<file path="config.mk">
export PLATFORM = sky130hd
export DESIGN_NAME = q_episode_controller
export DESIGN_NICKNAME = d
export VERILOG_FILES = /design/src/rtl/q_maze_pkg.sv /design/src/rtl/q_lfsr16.sv /design/src/rtl/q_episode_controller.sv
export SDC_FILE = /design/constraint.sdc
export NUM_CORES = 1
export LEC_CHECK = 0
export BUFFER_PORTS_ARGS = -buffer_cell sky130_fd_sc_hd__buf_2
export CAP_MARGIN = 20
export CORE_AREA = 2 2 101 103
export DETAILED_ROUTE_END_ITERATION = 10
export DIE_AREA = 0 0 103 105
export PLACE_DENSITY = 0.86
export SYNTH_ARGS = -nofsm -noshare
export SYNTH_HDL_FRONTEND = slang
export SYNTH_HIERARCHICAL = 1
export SYNTH_SLANG_ARGS = --single-unit
</file>
<file path="constraint.sdc">
create_clock -name clk -period 3.9 [get_ports clk]
set_input_delay 0.195 -clock clk [delete_from_list [all_inputs] [get_ports clk]]
set_output_delay 0.195 -clock clk [all_outputs]
set_load 0.01 [all_outputs]
</file>
<file path="src/rtl/q_maze_pkg.sv">
// Shared constants for the grid-maze Q-learning episode sequencer:
// action encodings, FSM state codes, LFSR tap mask and a width helper.
package q_maze_pkg;

   // Grid moves; row = s / GRID_W, col = s % GRID_W.
   localparam logic [1:0] ACT_UP    = 2'd0;
   localparam logic [1:0] ACT_DOWN  = 2'd1;
   localparam logic [1:0] ACT_LEFT  = 2'd2;
   localparam logic [1:0] ACT_RIGHT = 2'd3;

   // Episode FSM state codes.
   localparam logic [2:0] ST_IDLE      = 3'd0;
   localparam logic [2:0] ST_START_CHK = 3'd1;
   localparam logic [2:0] ST_SELECT    = 3'd2;
   localparam logic [2:0] ST_MOVE      = 3'd3;
   localparam logic [2:0] ST_UPDATE    = 3'd4;
   localparam logic [2:0] ST_DONE      = 3'd5;

   // Right-shifting Galois feedback mask for taps 16,14,13,11.
   localparam logic [15:0] LFSR_TAPS = 16'hB400;

   // Bits needed to index n_states states (at least one bit).
   function automatic int state_w(input int n_states);
      return (n_states > 1) ? $clog2(n_states) : 1;
   endfunction

endpackage

</file>
<file path="src/rtl/q_lfsr16.sv">
// 16-bit Galois LFSR used for epsilon-greedy exploration.
// Advances by one position on each cycle where adv is high.
module q_lfsr16
   import q_maze_pkg::*;
#(
   parameter logic [15:0] SEED = 16'hACE1
) (
   input  logic        clk,
   input  logic        rst,
   input  logic        adv,
   output logic [15:0] lfsr
);

   // Shift right; when the bit leaving at the bottom is 1, fold in the taps.
   always_ff @(posedge clk) begin
      if (rst) begin
         lfsr <= SEED;
      end else if (adv) begin
         lfsr <= {1'b0, lfsr[15:1]} ^ (lfsr[0] ? LFSR_TAPS : 16'h0000);
      end
   end

endmodule

</file>
<file path="src/rtl/q_episode_controller.sv">
// Episode sequencer for grid-maze Q-learning. Each step picks an action
// (random or agent-greedy), proposes the grid move, asks the maze whether
// the target is blocked, and offers the (s, a, s', r) tuple to the agent.
//
// Update handshake: upd_valid rises together with a registered tuple and
// the tuple is held unchanged until a cycle where upd_valid & upd_ready
// (with en high) is seen at a rising edge; that edge is the transfer and
// upd_valid drops in the following cycle. upd_ready may toggle freely.
module q_episode_controller
   import q_maze_pkg::*;
#(
   parameter int          GRID_W      = 5,
   parameter int          GRID_H      = 5,
   parameter int          START_STATE = 0,
   parameter int          GOAL_STATE  = 24,
   parameter int          MAX_STEPS   = 64,
   parameter int          REWARD_W    = 16,
   parameter int          EPS_W       = 8,
   parameter logic [15:0] LFSR_SEED   = 16'hACE1,
   localparam int         STATE_W     = state_w(GRID_W * GRID_H),
   localparam int         STEP_W      = $clog2(MAX_STEPS + 1)
) (
   input  logic                clk,
   input  logic                rst,
   input  logic                en,
   input  logic                start,
   input  logic [EPS_W-1:0]    epsilon,
   input  logic [1:0]          greedy_action,
   input  logic                maze_blocked,
   input  logic [REWARD_W-1:0] reward,
   input  logic                upd_ready,
   output logic [STATE_W-1:0]  cur_state,
   output logic [STATE_W-1:0]  cand_state,
   output logic                upd_valid,
   output logic [STATE_W-1:0]  upd_state,
   output logic [1:0]          upd_action,
   output logic [STATE_W-1:0]  upd_next_state,
   output logic [REWARD_W-1:0] upd_reward,
   output logic                upd_explore,
   output logic                busy,
   output logic                episode_done,
   output logic                goal,
   output logic                timeout,
   output logic                error,
   output logic [STEP_W-1:0]   step_cnt,
   output logic [15:0]         episode_cnt,
   output logic [2:0]          state_dbg
);

   logic [2:0]         state;
   logic [15:0]        lfsr;
   logic               lfsr_adv;
   logic               lfsr_unused;
   logic               sel_explore;
   logic [1:0]         sel_action;
   logic [STATE_W-1:0] nbr_state;

   // Random source only moves while choosing an action.
   assign lfsr_adv = en && (state == ST_SELECT);

   q_lfsr16 #(
      .SEED (LFSR_SEED)
   ) u_lfsr (
      .clk  (clk),
      .rst  (rst),
      .adv  (lfsr_adv),
      .lfsr (lfsr)
   );

   // Bits above the compare field and action field are not consumed.
   assign lfsr_unused = ^(lfsr >> (EPS_W + 2));

   // Epsilon-greedy choice from the pre-advance LFSR value.
   assign sel_explore = (lfsr[EPS_W-1:0] < epsilon);
   assign sel_action  = sel_explore ? lfsr[EPS_W+1:EPS_W] : greedy_action;

   // Neighbour of cur_state under the registered action; off-grid stays put.
   always_comb begin
      int cur_i;
      int row_i;
      int col_i;
      int nbr_i;
      cur_i = int'(cur_state);
      row_i = cur_i / GRID_W;
      col_i = cur_i % GRID_W;
      nbr_i = cur_i;
      case (upd_action)
         ACT_UP:    if (row_i > 0)          nbr_i = cur_i - GRID_W;
         ACT_DOWN:  if (row_i < GRID_H - 1) nbr_i = cur_i + GRID_W;
         ACT_LEFT:  if (col_i > 0)          nbr_i = cur_i - 1;
         default:   if (col_i < GRID_W - 1) nbr_i = cur_i + 1;
      endcase
      nbr_state = STATE_W'(nbr_i);
   end

   // The maze sees the current state while checking the start, else the move target.
   assign cand_state = (state == ST_MOVE) ? nbr_state : cur_state;
   assign busy       = (state != ST_IDLE);
   assign state_dbg  = state;

   // Episode FSM with its datapath registers; en low freezes everything.
   always_ff @(posedge clk) begin
      if (rst) begin
         state          <= ST_IDLE;
         cur_state      <= STATE_W'(START_STATE);
         upd_valid      <= 1'b0;
         upd_state      <= '0;
         upd_action     <= '0;
         upd_next_state <= '0;
         upd_reward     <= '0;
         upd_explore    <= 1'b0;
         episode_done   <= 1'b0;
         goal           <= 1'b0;
         timeout        <= 1'b0;
         error          <= 1'b0;
         step_cnt       <= '0;
         episode_cnt    <= '0;
      end else if (en) begin
         episode_done <= 1'b0;
         case (state)
            ST_IDLE: begin
               if (start) begin
                  cur_state <= STATE_W'(START_STATE);
                  step_cnt  <= '0;
                  goal      <= 1'b0;
                  timeout   <= 1'b0;
                  error     <= 1'b0;
                  state     <= ST_START_CHK;
               end
            end
            ST_START_CHK: begin
               if (maze_blocked) begin
                  error        <= 1'b1;
                  episode_done <= 1'b1;
                  state        <= ST_IDLE;
               end else begin
                  state <= ST_SELECT;
               end
            end
            ST_SELECT: begin
               upd_action  <= sel_action;
               upd_explore <= sel_explore;
               state       <= ST_MOVE;
            end
            ST_MOVE: begin
               upd_state      <= cur_state;
               upd_next_state <= maze_blocked ? cur_state : nbr_state;
               upd_reward     <= reward;
               upd_valid      <= 1'b1;
               state          <= ST_UPDATE;
            end
            ST_UPDATE: begin
               if (upd_ready) begin
                  upd_valid <= 1'b0;
                  cur_state <= upd_next_state;
                  step_cnt  <= step_cnt + STEP_W'(1);
                  if (upd_next_state == STATE_W'(GOAL_STATE)) begin
                     goal         <= 1'b1;
                     episode_done <= 1'b1;
                     state        <= ST_DONE;
                  end else if (step_cnt == STEP_W'(MAX_STEPS - 1)) begin
                     timeout      <= 1'b1;
                     episode_done <= 1'b1;
                     state        <= ST_DONE;
                  end else begin
                     state <= ST_SELECT;
                  end
               end
            end
            ST_DONE: begin
               episode_cnt <= episode_cnt + 16'd1;
               state       <= ST_IDLE;
            end
            default: begin
               state <= ST_IDLE;
            end
         endcase
      end
   end

endmodule

</file>
==> results.md <==
GRT:
- The first-pass GRT wire length is approximately 22000 um.
- Entering global routing, the biggest net connects 40 pins.
- Global routing finished with a remaining overflow of 0.
- The overall global routing resource usage is 25.6%.
- The number of antenna violations at the first check in global routing came to 0.
- The via count of the first global-routing pass is 4666.

Routing:
- The detailed-route wire length is between 10000 and 15000 um.
- The top layer reached by signal wires is met4.
- In this run the remaining antenna-violating nets after routing total 0.
- The total number of vias is between 4000 and 5000.
- The routed length on met3 is 921 um.
- The post-detailed-route DRC marker count is 0.
- The average wire per standard cell is roughly 16 um.
- The total routed wire length on the met1 layer is ~5700 um.
- Summed over all nets, wire length on met2 after detailed routing comes to 6660 um.
- In the routed layout, each cell is associated on average with a via count of 5.72.
- The initial DRC count is 307.
- The pre-antenna-repair detailed-routing pass consisted of 5 iterations.

Synthesis:
- For this run, the leading register cell type out of synthesis is dfxtp_1.
- Sorting the synthesized cells by area gives the leading types as dfxtp_1, nand2_1, a21oi_1.
- Of the synthesized area, sequential elements account for between 30% and 40%.
- The post-synthesis net count is 647.
- The library cell with the highest instance count after synthesis is dfxtp_1.
- The number of synthesized register bits is about 80.
- During synthesis, Yosys emitted a total of 6 warnings.
- The synthesized design devotes to its leading area cell type about a third of total area.
- In this run the mean area of a mapped cell was 7.97 um^2.
- The fraction of registers with async set/reset is 0%.
- By count the netlist is led by dfxtp_1, nand2_1, nor2_1.
- Synthesis produced a netlist whose cell count is around 600.
- The cell type with the largest total area after synthesis is dfxtp_1.
- The post-synthesis instance area is 4760 um^2.
- Yosys mapped a number of flops with a built-in enable equal to 0.
- The distinct cell type count of the synthesized netlist is between 70 and 80.

Cells and area:
- The post-synthesis to final-layout area growth is 25.5%.
- The number of nets at the end of the flow is about 760.
- The layout cell share with drive strength beyond 1 is slightly below 30%.
- The antenna diode count is 0.

Timing:
- After layout, the worst path uses 108% of the clock period.
- The remaining max-slew budget at the tightest pin is a little over half.
- For the pin with the worst max-slew slack, the measured transition is between 0.6 and 0.7 ns.
- Between clock sinks in the finished design, the worst skew comes to ~0.0094 ns.
- After layout, the worst setup slack is -0.318 ns.
- The total count of hold-check failures in the final report came to 0.
- In the final timing run, aggregate negative setup slack is -1.42 ns.
- The number of max-slew violations in the final report is 0.
- The clock period minus final worst setup slack is around 4.2 ns.
- For this run, the top clock speed supported by timing is 0.237 GHz.
- Setup repair after global routing could not meet its margin everywhere.
- The final number of setup-violating endpoints is 5.

Power and ir drop:
- The static leakage power is 0.00251 uW.
- The total power consumption of the routed design is about 1600 uW.
- In this run the power density over the cells is around 280 nW/um^2.
- The largest vdd supply drop is about 0.33 mV.

Floorplanning:
- The number of primary I/O pins is between 100 and 150.
- The effective utilization at floorplan is between 40% and 50%.
- The floorplan die width is 103 um.
- Measured along the y axis, the die boundary spans between 100 and 150 um.
- The die covers around 11000 um^2.
- The total core area is just under 10000 um^2.
- The number of rows in the core area is 36.

Setup path:
- The signal on the critical path passes through nor2_4, inv_2, ha_4, and4b_4, o211a_4, nor3_4, xnor2_2, ha_2, nand2b_4, a21boi_1, and4_1, o211ai_1, nor2b_1, xnor2_1, o211ai_1, nand3_1, o32ai_1, buf_2.
- The required time at the worst-slack endpoint is 3.70 ns.
- The kind of critical path is flop to primary output.
- Among all stages on the critical path, the largest delay is contributed by dfxtp_4.
- The dominant delay contributor by cell family on the critical path is simple AND/OR/NAND/NOR gates.
- The critical path launch point type is a flop.
- The largest stage delay on the critical path is 0.37 ns.
- The worst-path maximum fanout is 5.
- The endpoint arrival time on the critical path is about 4.0 ns.
- Together, buffers and inverters on the worst path number 2.
- The most prevalent standard cell on the critical path is o211ai_1.
- The element type at the critical path end is a primary output.

Clock network:
- Counting every sink on the clock net gives 81.
- The number of buffers inserted during clock tree synthesis is 9.
- The hold buffer count at CTS is 0.
- The clock root buffer is clkbuf_8.
- TritonCTS built the clock tree.
- The clock latency reported for the late side of the worst-skew pair is around 0.36 ns.
- The clock-pin slew on the worst setup and hold paths is roughly 0.08 ns.
- The deepest level of the CTS H-tree is 3.
- Counting along the longest clock path gives a buffer depth of 2.

Min path:
- The min-delay analysis places its worst path in the category input pin to flop.

Run:
- The number of max-capacitance violations reported is 0.

Run status:
- The run finished, with violations left.
- The checks that failed: setup timing.

Placed design:
- Routability-driven placement finished with a final weighted congestion of about 1.
- The post-place setup slack is -0.0723 ns.
- Detailed placement finished with a half-perimeter wire length of approximately 10000 um.
- Input and output buffers added on the ports amount to between 100 and 150.
## stage by stage
| step | hold slack, ns | instance area [um^2] | util (%) | instances |
|---|---|---|---|---|
| 6_report | 0.0706 | 5970 | 62.0 | 851 |
| 5_1_grt | 0.0664 | 5970 | 62.0 | 851 |
| 4_1_cts | 0.0545 | 5910 | 61.3 | 848 |
| 3_5_place_dp | 0.442 | 5580 | 57.9 | 825 |
| 3_3_place_gp | 0.434 | 5580 | 57.9 | 825 |
| 2_1_floorplan | 0.331 | 4860 | - | 597 |
## area by class of cell
class,count,area [um^2]
fillers,865,3670
well taps,133,166
clock buffers,11,141
repair buffers,144,826
inverters,20,75.1
multi-input cells,458,3080
flip-flops and latches,81,1630
clock inverters,4,52.6
## power by group
group	internal (uW)	switching [uW]
logic	71.1	97.0
clock network	313	307
registers	839	21.5
## registers in the layout, indices dropped and copies added, names as in the netlist
name,count
cur_state,5
episode_cnt,16
episode_done,1
error,1
goal,1
state_dbg,3
step_cnt,7
timeout,1
u_lfsr/lfsr,16
upd_action,2
upd_explore,1
upd_next_state,5
upd_reward,16
upd_state,5
upd_valid,1
## logic make-up (layout without fill, tap and decap cells)
group	after synthesis	in the layout	share of synthesized area, %
xor+xnor	27	27	4.97
fa+ha+maj	18	18	4.73
buf+inv	58	179	5.52
simple gates	236	236	23.8
mux	16	16	3.63
compound gates	161	161	23.3
flops	81	81	34.1
## worst min-delay path, cell delays in order
cell     delay [ns]
buf_2          0.10
nand2_1        0.05
a21oi_1        0.05
## per-layer routing
metal,GRT usage [%],up-vias
met5,0,-
met4,9.02,0
met3,4.55,40
met2,42.6,193
met1,32.9,2293
li1,-,2342
## worst paths after layout
kind              slack [ns]  cells past startpoint                 to    startpoint
setup / recovery       -0.32                     18      cand_state[2]  cur_state[3]
hold / removal          0.07                      3      upd_reward[6]     reward[6]
setup reg to reg        0.06                     16  upd_next_state[0]  cur_state[3]
hold reg to reg         0.46                      2       upd_state[4]  upd_state[4]
## cell usage in the layout, fill, tap and decap left out, types with 3 or more instances in the layout
| cell type | instances |
|---|---|
| nor2_1 | 63 |
| nand2b_1 | 9 |
| nand3_1 | 21 |
| o21ai_0 | 14 |
| a211o_1 | 7 |
| a211oi_1 | 5 |
| buf_4 | 42 |
| and2b_2 | 3 |
| dfxtp_1 | 78 |
| nand2_1 | 78 |
| nor3_1 | 6 |
| o31ai_1 | 3 |
| mux2i_1 | 13 |
| buf_2 | 102 |
| nand4_1 | 5 |
| a311oi_1 | 4 |
| dfxtp_4 | 3 |
| xor2_1 | 17 |
| a21oi_1 | 58 |
| nor2b_1 | 7 |
| and2_1 | 7 |
| and3_1 | 7 |
| xnor2_1 | 8 |
| o211ai_1 | 8 |
| a21o_1 | 8 |
| or3_1 | 5 |
| clkbuf_8 | 10 |
| a211oi_2 | 6 |
| inv_1 | 17 |
| nor4_1 | 4 |
| ha_1 | 15 |
| a31oi_1 | 6 |
## timing repair
action	CTS	global route
buffers inserted	8	3
setup endpoints to repair	8	9
pin swaps	10	4
gates resized for setup	17	8
Note: power is estimated with default switching activity, not from simulation.
